**src/rtl/decode_stage.sv**
```systemverilog
// decode_stage: RV32I/RV32E decode pipeline stage with operand read, bypass and skid buffer
module decode_stage #(
  parameter int XLEN = 32,
  parameter int NREG = 32,
  parameter int BYPASS_EN = 1,
  parameter int SKID_EN = 1
) (
  input  logic            clk,
  input  logic            resetn,
  input  logic            flush,
  input  logic            in_valid,
  output logic            in_ready,
  input  logic [31:0]     in_instr,
  input  logic [XLEN-1:0] in_pc,
  output logic [4:0]      rf_raddr1,
  output logic [4:0]      rf_raddr2,
  input  logic [XLEN-1:0] rf_rdata1,
  input  logic [XLEN-1:0] rf_rdata2,
  input  logic            wb_en,
  input  logic [4:0]      wb_rd,
  input  logic [XLEN-1:0] wb_data,
  output logic            out_valid,
  input  logic            out_ready,
  output logic [XLEN-1:0] out_pc,
  output logic [6:0]      out_opcode,
  output logic [4:0]      out_rd,
  output logic [4:0]      out_rs1,
  output logic [4:0]      out_rs2,
  output logic [2:0]      out_funct3,
  output logic [6:0]      out_funct7,
  output logic [XLEN-1:0] out_imm,
  output logic [XLEN-1:0] out_rs1_val,
  output logic [XLEN-1:0] out_rs2_val,
  output logic            out_illegal
);
  typedef struct packed {
    logic [31:0]     instr;
    logic [XLEN-1:0] pc;
    logic [XLEN-1:0] imm;
    logic [XLEN-1:0] v1;
    logic [XLEN-1:0] v2;
    logic            ill;
  } entry_t;

  entry_t d, o, s;
  logic skid_full, known, u_rd, u1, u2;
  logic accept, load_out, cap;

  function automatic logic [XLEN-1:0] sel(input logic [4:0] rs, input logic [XLEN-1:0] rf_val);
    return rs == 5'd0 ? '0 : (BYPASS_EN != 0 && wb_en && wb_rd == rs) ? wb_data : rf_val;
  endfunction

  function automatic entry_t fresh(input entry_t e);
    entry_t r;
    r = e;
    if (BYPASS_EN != 0 && wb_en && e.instr[19:15] != 5'd0 && wb_rd == e.instr[19:15]) r.v1 = wb_data;
    if (BYPASS_EN != 0 && wb_en && e.instr[24:20] != 5'd0 && wb_rd == e.instr[24:20]) r.v2 = wb_data;
    return r;
  endfunction

  assign rf_raddr1 = in_instr[19:15];
  assign rf_raddr2 = in_instr[24:20];
  assign load_out  = !out_valid || out_ready;
  assign in_ready  = SKID_EN != 0 ? !skid_full : load_out;
  assign accept    = in_valid && in_ready;
  assign cap       = SKID_EN != 0 && accept && out_valid && !out_ready;

  // Decode the incoming word: immediate, register usage, legality and operands
  always_comb begin
    d.instr = in_instr;
    d.pc = in_pc;
    d.imm = '0;
    known = 1'b1;
    u_rd = 1'b0;
    u1 = 1'b0;
    u2 = 1'b0;
    case (in_instr[6:0])
      7'b0110111, 7'b0010111: begin d.imm = XLEN'($signed({in_instr[31:12], 12'b0})); u_rd = 1'b1; end
      7'b1101111: begin d.imm = XLEN'($signed({in_instr[31], in_instr[19:12], in_instr[20], in_instr[30:21], 1'b0})); u_rd = 1'b1; end
      7'b1100111, 7'b0000011, 7'b0010011: begin d.imm = XLEN'($signed(in_instr[31:20])); u_rd = 1'b1; u1 = 1'b1; end
      7'b1100011: begin d.imm = XLEN'($signed({in_instr[31], in_instr[7], in_instr[30:25], in_instr[11:8], 1'b0})); u1 = 1'b1; u2 = 1'b1; end
      7'b0100011: begin d.imm = XLEN'($signed({in_instr[31:25], in_instr[11:7]})); u1 = 1'b1; u2 = 1'b1; end
      7'b0110011: begin u_rd = 1'b1; u1 = 1'b1; u2 = 1'b1; end
      7'b1110011, 7'b0001111: begin u_rd = 1'b1; u1 = 1'b1; end
      default: known = 1'b0;
    endcase
    d.ill = in_instr[1:0] != 2'b11 || !known ||
            (NREG == 16 && ((u_rd && in_instr[11]) || (u1 && in_instr[19]) || (u2 && in_instr[24])));
    d.v1 = sel(in_instr[19:15], rf_rdata1);
    d.v2 = sel(in_instr[24:20], rf_rdata2);
  end

  // Output register and skid entry; flush wins over accept/consume, held operands track writeback
  always_ff @(posedge clk or negedge resetn) begin
    if (!resetn) begin
      o <= '0;
      s <= '0;
      out_valid <= 1'b0;
      skid_full <= 1'b0;
    end else begin
      o <= load_out ? (skid_full ? fresh(s) : d) : fresh(o);
      s <= cap ? d : fresh(s);
      out_valid <= !flush && (load_out ? (skid_full || accept) : 1'b1);
      skid_full <= !flush && (cap || (skid_full && !load_out));
    end
  end

  assign out_pc      = o.pc;
  assign out_opcode  = o.instr[6:0];
  assign out_rd      = o.instr[11:7];
  assign out_rs1     = o.instr[19:15];
  assign out_rs2     = o.instr[24:20];
  assign out_funct3  = o.instr[14:12];
  assign out_funct7  = o.instr[31:25];
  assign out_imm     = o.imm;
  assign out_rs1_val = o.v1;
  assign out_rs2_val = o.v2;
  assign out_illegal = o.ill;
endmodule

```
**config.mk**
```make
export PLATFORM = sky130hd
export DESIGN_NAME = decode_stage
export DESIGN_NICKNAME = d
export VERILOG_FILES = /design/src/rtl/decode_stage.sv
export SDC_FILE = /design/constraint.sdc
export NUM_CORES = 1
export LEC_CHECK = 0
export ABC_AREA = 1
export ABC_CLOCK_PERIOD_IN_PS = 2000
export BUFFER_PORTS_ARGS = -buffer_cell sky130_fd_sc_hd__buf_2
export CORE_MARGIN = 5
export CORE_UTILIZATION = 40
export CTS_CLUSTER_SIZE = 14
export DETAILED_ROUTE_END_ITERATION = 8
export PLACE_DENSITY = 0.66
export SYNTH_ARGS = -nofsm -noshare
export SYNTH_HDL_FRONTEND = slang
export SYNTH_SLANG_ARGS = --single-unit
```
**constraint.sdc**
```tcl
create_clock -name clk -period 2 [get_ports clk]
set_clock_uncertainty 0.05 [all_clocks]
set_input_delay 0.4 -clock clk [delete_from_list [all_inputs] [get_ports clk]]
set_output_delay 0.4 -clock clk [all_outputs]
set_load 0.02 [all_outputs]
```
# --- Word level (Yosys, flattened, before mapping) ---
# Cells that the tools add are included.
totals:
  reg_bits: 324
  wordCells: 83
op_classes:
  n_eq_ne: 18
  n_mux: 14
  n_reduce_logical: 37
ops:
  columns: ["cell", "n"]
  rows:
  - ["32-bit 2-to-1 mux", 8]
  - ["161-bit 2-to-1 mux", 1]
  - ["32-bit one-hot mux with 5 select lines", 1]
  - ["65-bit 2-to-1 mux", 2]
  - ["5-bit == test", 6]
  - ["7-bit == test, second input constant", 4]
  - ["7-bit by 6-bit == test with 1-bit output, second input constant", 3]
  - ["5-bit nonzero test", 4]
  - ["1-bit logical AND", 16]
  - ["7-bit by 5-bit == test with 1-bit output, second input constant", 2]
  - ["11-bit OR reduction", 1]
  - ["5-bit logical NOT", 2]
  - ["7-bit by 2-bit == test with 1-bit output, second input constant", 1]
  - ["7-bit by 4-bit == test with 1-bit output, second input constant", 1]
  - ["1-bit logical NOT", 6]
  - ["1-bit logical OR", 4]
  - ["2-bit nonzero test", 2]
  - ["3-bit OR reduction", 1]
  - ["1-bit 2-to-1 mux", 2]
  - ["2-bit != test, second input constant", 1]
  - ["2-bit OR reduction", 1]

# --- Logic depth before layout (Yosys ltp) ---
# Gate-level depths: netlist (run 1).
depth:
  ltp_word: 7
  ltp_mapped: 13

# --- Worst setup path before layout (run 1) ---
# No wires, ideal clock.
synth_path:
  path_type: "register to register"
  from: "register out_valid"
  to: "register s[48] (netlist name)"
  setup_time_ns: 0.132
  arrival_ns: 1.668
  required_time_ns: 1.818
  slack_ns: 0.150
  path_stages_with_launch: 10
  path_buffers: 2
  period_less_slack_ns: 1.850
  cell_sequence: "dfrtp_1 > inv_1 > nor2_4 > inv_2 > nor3_4 > inv_2 > clkbuf_1 > clkbuf_1 > nand2_1 > o21ai_1"
synth_via:
  elab_chain_len: 3
synth_lines:
  columns: ["item", "line", "text"]
  rows:
  - ["from (decl)", "22", "output logic out_valid,"]
  - ["from (signal assigned)", "103", "out_valid <= !flush && (load_out ? (skid_full || accept) : 1'b1);"]
  - ["1-bit logical AND (2 in series)", "66", "assign cap = SKID_EN != 0 && accept && out_valid && !out_ready;"]
  - ["65-bit 2-to-1 mux", "102", "s <= cap ? d : fresh(s);"]
  - ["to (signal assigned)", "102", null]
  - ["to (decl)", "45", "entry_t d, o, s;"]
# No other way between the ends.
# A chain may end at the register's enable or synchronous reset.

# --- Final worst setup path (run 1) ---
layout_path:
  from: "register skid_full"
  to: "output port in_ready"
layout_via:
  elab_chain_len: 1
layout_lines:
  columns: ["item", "line", "text"]
  rows:
  - ["from (decl)", "46", "logic skid_full, known, u_rd, u1, u2;"]
  - ["from (signal assigned)", "104", "skid_full <= !flush && (cap || (skid_full && !load_out));"]
  - ["1-bit logical NOT", "64", "assign in_ready = SKID_EN != 0 ? !skid_full : load_out;"]
  - ["to (decl)", "12", "output logic in_ready,"]
# No other way between the ends.

==> results of run 1 <==
-- cells in the mapped netlist (16+ instances only) --
cell / number
inv_1: 160
nand2_1: 723
dfrtp_1: 324
buf_4: 16
o21ai_0: 169
a21oi_1: 168
nor2_1: 125
nand3_1: 265
nand4_1: 53
o21ai_1: 98
clkbuf_1: 103
buf_2: 40
o31ai_1: 19
-- cells in the final DEF (no fill, tap or decap), types with 8 or more instances in the layout --
master,n
a21oi_1,168
buf_12,36
buf_2,342
buf_4,66
clkbuf_16,40
clkbuf_8,8
dfrtp_1,323
dlygate4sd3_1,33
inv_1,159
nand2_1,718
nand2_2,8
nand3_1,263
nand4_1,53
nor2_1,121
nor2_2,8
o21ai_0,166
o21ai_1,101
o21bai_1,11
o31ai_1,19
-- layer usage --
layer  part of all wire (%)  vias up
li1                       -     8358
met1                     40     8548
met2                     48      932
met3                    8.7      129
met4                    3.1        0
met5                      0        -
-- where the power goes --
| group | leakage (nW) | internal (mW) | switching [mW] |
|---|---|---|---|
| logic | 6.78 | 1.52 | 2.83 |
| clock network | 0.652 | 4.51 | 2.89 |
| registers | 4.01 | 7.68 | 0.562 |
-- kinds of logic (layout without fill, tap and decap cells) --
| family | after synthesis | after routing | share of synthesized area, % |
|---|---|---|---|
| XOR/XNOR | 6 | 6 | 0.3072 |
| flip-flops | 324 | 324 | 47.40 |
| AND/OR/NAND/NOR | 1192 | 1192 | 29.57 |
| AO/OA/AOI/OAI | 476 | 476 | 14.49 |
| other | 0 | 2 | 0 |
| buffers and inverters | 342 | 715 | 8.236 |
-- state kept, by name, indices dropped and copies added, names as in the netlist --
name         cells
out_funct3       3
out_funct7       7
out_illegal      1
out_imm         32
out_opcode       7
out_pc          32
out_rd           5
out_rs1          5
out_rs1_val     32
out_rs2          5
out_rs2_val     32
out_valid        1
s              161
skid_full        1
-- what timing repair did --
| action | in CTS | in global routing |
|---|---|---|
| gates cloned | 1 | 1 |
| endpoints found under the hold margin | 72 | 0 |
| setup endpoints to repair | 1 | 23 |
| hold buffers | 33 | 0 |
| buffers inserted | 0 | 4 |
| gates resized for setup | 3 | 13 |
| pin swaps | 0 | 3 |
-- worst max-delay path by stage --
stage                           end         from  cells past startpoint
floorplan                     s[48]    out_valid                      9
global placement    out_rs1_val[28]     wb_rd[4]                     15
detailed placement  out_rs1_val[28]     wb_rd[4]                     15
CTS                        in_ready    skid_full                      2
global route            out_imm[29]  in_instr[0]                     13
finish                     in_ready    skid_full                      2
-- cell type report --
cell class	instances	area, sq um	share of cell area, %
flip-flops and latches	324	8112	37.33
multi-input cells	1674	7641	35.16
repair buffers	480	3309	15.23
clock buffers	52	1105	5.084
well taps	539	674.4	3.103
inverters	169	664.4	3.057
clock inverters	13	212.7	0.9788
repair inverters	1	8.758	0.04030
diodes	2	5.005	0.02303
-- tightest hold or removal path: stages --
cell and delay [ns]:
buf_2 0.09, nand2_1 0.05, nand2_1 0.05
==> impl_results.md, run 1 <==
* Status: completed
* Largest net degree at the start of global routing at ~130
* Fin util at 51.58%
* Startpoint types: flop
* Clock buffer depth at 3
* Max Clk Rate at 520.0 MHz
* FF+latch count, synth at 324
* Worst hold margin at approximately 0.017 ns
* Core Area at 0.04213 sq mm
* Placed cell area at between 0.015 and 0.02 sq mm
* Reg clk slew, reported paths at 0.06 ns
* Post-synth ARST share at 100.0%
* Die height at 216.8 um
* Worst setup margin at 0.07697 ns
* Fin cells at 3254
* Data required, critical path at approximately 1.6 ns
* Routed WL at 64.02 mm
* CTS buffer count at 38
* Hold Path Class: primary input to flop
* Vias per cell at 5.522
* R2r endpoint: out_rs1_val[8]
* Synthesized area per cell at approximately 7.3 sq um
* Vias in the first global route at 17630
* GRT overflow at 0
* Root Buffer: clkbuf_16
* CP max-delay cell: dfrtp_4
* Post-Syn Nets at 2511
* Initial antenna violation count at 2
* Peak VDD IR at 0.6695 mV
* Worst path bufs/invs at 2
* Pre-CTS WS at -0.04389 ns
* Worst slew pin tran at about 0.62 ns
* DRC errors left at 0
* Share of post-route cells with drive strength above 1 at 20.35%
* Met1 Use GR at 34.56%
* IO Pins at 344
* Cell Pwr Density at 919.8 mW/mm^2
* Clk sinks at about 320
* Fin crit share at 96.15%
* Max-Cap Viols at 0
* Cell family with most CP delay: flip-flops
* GR Util met3 at 5.434%
* Worst relative slew slack at 58.54%
* Crit end category: primary output
* CP cell instances: inv_16 > buf_2
* P_leak at about 11 nW
* I/O Buffers at 343
* Met2 Usage GRT at a little over two fifths
* Fin. Hold Viols at 0
* Post-synth cell types at 32
* Design Power at 19.99 mW
* Drt first pass iters at 6
* Hold Path End: s[113]
* Yosys warns at 0
* Setup violators final at 0
* Area leader, netlist: dfrtp_1
* Syn Inst Count at 2340
* Syn Std Cell Area at 0.01711 sq mm
* Final Cell Area at 0.02173 sq mm
* Post-synth EDFFs at 0
* Crit path DAT at about 1.5 ns
* DR vias at 17970
* Sequential area share after synthesis at 47.40%
* Worst R2R Path Depth at 11
* Min Clock Period, post-route at 1.923 ns
* Slowest stage delay, CP at 0.56 ns
* Width of the die at between 200 and 250 um
* Gr usage total at 26.08%
* Placer Congestion at 0.8874
* Hpwl dp at ~43 mm
* Clock Latency Late Sink at around 0.56 ns
* Placed Cells at 3148
* R2r startpoint: s[144]
* Gr busiest metal: met2
* Die area at 0.04700 sq mm
* Hold path cells at 3
* RSZ-0062 raised after global routing: yes
* Row cnt at 75
* Antenna Nets Post-Route at 0
* Top FF cell, synth: dfrtp_1
* Area grow syn2layout at 27.04%
* Fillers at a little under 4000
* Yosys top cell area share at roughly 47%
* Max FO, Critical Path at 21
* Top post-synthesis cells by area: dfrtp_1 47%, nand2_1 16%, nand3_1 7.8%
* First-pass GRT wire length at just under 100 mm
* Avg WL per Cell at 19.67 um
* Hold_sp: in_pc[16]
* Reg-to-reg slack, setup at around 0.11 ns
* CTS tree: done
* Setup tns final at 0 ns
* H-tree depth at 2
* Final #Nets at 2859
* WS Path Type: flop to primary output
* Final count of pins violating max slew at 0
* Initial Utilization at 40.60%
* Drt initial violations at 1839
Note: power is estimated with default switching activity, not from simulation.
==> run 2: changes to the inputs <==
Settings changed: CAP_MARGIN from default to 20, GPL_TIMING_DRIVEN from default to 0, REMOVE_ABC_BUFFERS from default to 1.
==> impl_results.md, run 2 (synthesis gave the netlist of run 1 again) <==
* Status: completed (unchanged)
* Die area at 0.04700 sq mm (unchanged)
* Min Clock Period, post-route at 1.941 ns (was 1.923 ns)
* DR vias at 19060 (was 17970)
* WS Path Type: flop to flop (was flop to primary output)
* First-pass GRT wire length at 109.3 mm (was 99.08 mm)
* Hold Path Class: primary input to flop (unchanged)
* Max FO, Critical Path at 13 (was 21)
* Routed WL at 73.60 mm (was 64.02 mm)
* Fin cells at 3281 (was 3254)
* Drt first pass iters at 6 (unchanged)
* Worst setup margin at 0.05938 ns (was 0.07697 ns)
* Cell Pwr Density at 874.6 mW/mm^2 (was 919.8 mW/mm^2)
* Area of the multi-input gates at 0.008173 sq mm (was 0.007641 sq mm)
* Vias per cell at 5.809 (was 5.522)
* Die height at 216.8 um (unchanged)
* Met2 Usage GRT at 48.50% (was 42.68%)
* Most frequent cells in the layout: 670 x nand2_1, 341 x buf_2, 322 x dfrtp_1 (was 718 x nand2_1, 342 x buf_2, 323 x dfrtp_1)
* Pre-CTS WS at -2.233 ns (was -0.04389 ns)
* Placer Congestion at 0.8620 (was 0.8874)
* FF/Latch Area at 0.008113 sq mm (was 0.008112 sq mm)
* GRT overflow at 0 (unchanged)
* Most flops, register: s (unchanged)
* Final #Nets at 2883 (was 2859)
* Worst relative slew slack at 50.54% (was 58.54%)
* Fin. Hold Viols at 0 (unchanged)
* Fillers at 3803 (was 3958)
* RSZ-0062 raised after global routing: yes (unchanged)
* Clock buffer depth at 3 (unchanged)
* Largest register FFs at 161 (unchanged)
* Drt initial violations at 2092 (was 1839)
* IO Pins at 344 (unchanged)
* Largest net degree at the start of global routing at 110 (was 127)
* I/O Buffers at 343 (unchanged)
* Initial Utilization at 40.60% (unchanged)
* Reg clk slew, reported paths at 0.06 ns (about the same)
* CTS buffer count at 39 (was 38)
* Max Clk Rate at 515.3 MHz (was 520.0 MHz)
* Avg WL per Cell at 22.43 um (was 19.67 um)
* Antenna Nets Post-Route at 0 (unchanged)
* Width of the die at 216.8 um (unchanged)
* DRC errors left at 0 (unchanged)
* Final count of pins violating max slew at 0 (unchanged)
* GR Util met3 at 7.490% (was 5.434%)
* Gr usage total at 29.44% (was 26.08%)
* Gr busiest metal: met2 (unchanged)
* Placed Cells at 3077 (was 3148)
* Clk sinks at 324 (unchanged)
* Fin crit share at 97.03% (was 96.15%)
* Area grow syn2layout at 36.23% (was 27.04%)
* Root Buffer: clkbuf_16 (unchanged)
* Worst hold margin at 0.03400 ns (was 0.01658 ns)
* Peak VDD IR at 0.6613 mV (was 0.6695 mV)
* Crit end category: flop (was primary output)
* P_leak at 12.05 nW (was 11.45 nW)
* Data required, critical path at 2.45 ns (was 1.55 ns)
* Worst slew pin tran at 0.7391 ns (was 0.6219 ns)
* Met1 Use GR at 36.81% (was 34.56%)
* Initial antenna violation count at 5 (was 2)
* Clock Latency Late Sink at 0.57 ns (was 0.56 ns)
* Startpoint types: flop (unchanged)
* Max-Cap Viols at 0 (unchanged)
* Hpwl dp at 38.09 mm (was 42.59 mm)
* Row cnt at 75 (unchanged)
* Core Area at 0.04213 sq mm (unchanged)
* Share of post-route cells with drive strength above 1 at 24.87% (was 20.35%)
* Crit path DAT at 2.39 ns (was 1.47 ns)
* Setup violators final at 0 (unchanged)
* CTS tree: done (unchanged)
* Fin util at 55.31% (was 51.58%)
* Vias in the first global route at 18850 (was 17630)
* Commonest non-fill, non-tap cell in the layout: nand2_1 (unchanged)
* H-tree depth at 2 (unchanged)
-- run 2: stage by stage --
step                 TNS, ns  power, mW  instance area (sq um)
floorplan           -1569.27      10.71                  16330
CTS                   -11.33      20.23                  22920
global placement    -5766.75      12.15                  18720
finish                     0      20.38                  23300
global route        -0.04277      21.37                  23300
detailed placement   -405.35      12.41                  19430
-- run 2: worst max-delay path, cell delays in order, from the launching register on --
cell       delay (ns)
dfrtp_4          0.57
buf_6            0.17
nor3_4           0.21
clkbuf_16        0.18
buf_16           0.16
inv_16           0.09
buf_12           0.13
buf_16           0.16
o21ai_2          0.13
-- run 2: final timing paths --
path / start / to / slack, ns / depth (start not counted)
setup / recovery: skid_full / s[142] / 0.06 / 8
max in group asynchronous: resetn / out_funct7[4] / 0.37 / 4
setup reg to reg: skid_full / s[142] / 0.06 / 8
min in group asynchronous: resetn / out_rs1_val[28] / 0.27 / 2
hold reg to reg: s[111] / s[111] / 0.42 / 2
hold / removal: in_pc[25] / s[122] / 0.03 / 3
-- run 2: layout make-up --
cell class,instances,area share (%)
Multi-Input combinational cell,1679,35.07
Sequential cell,324,34.81
Clock buffer,52,4.870
Clock inverter,15,0.6121
Inverter,169,2.948
Timing Repair inverter,10,0.5208
Timing Repair Buffer,489,18.23
Tap cell,539,2.894
Antenna cell,4,0.04295
-- run 2: metal layers --
metal / up-vias / share of wire (%)
li1: 8445 / -
met1: 9105 / 38
met2: 1252 / 46
met3: 254 / 11
met4: 2 / 4.7
met5: - / 0.015
-- run 2: report_power, final --
part           internal, mW  switching (mW)
Sequential             7.68           0.565
Clock                  4.24            2.95
Combinational          1.81            3.13
Total                  13.7            6.65
-- run 2: repair_timing --
item,CTS,global route
resized for setup,182,43
setup buffers,44,16
hold buffers,26,0
pin swaps,26,14
gates cloned,43,9
endpoints found under the setup margin,323,262
endpoints found under the hold margin,65,0
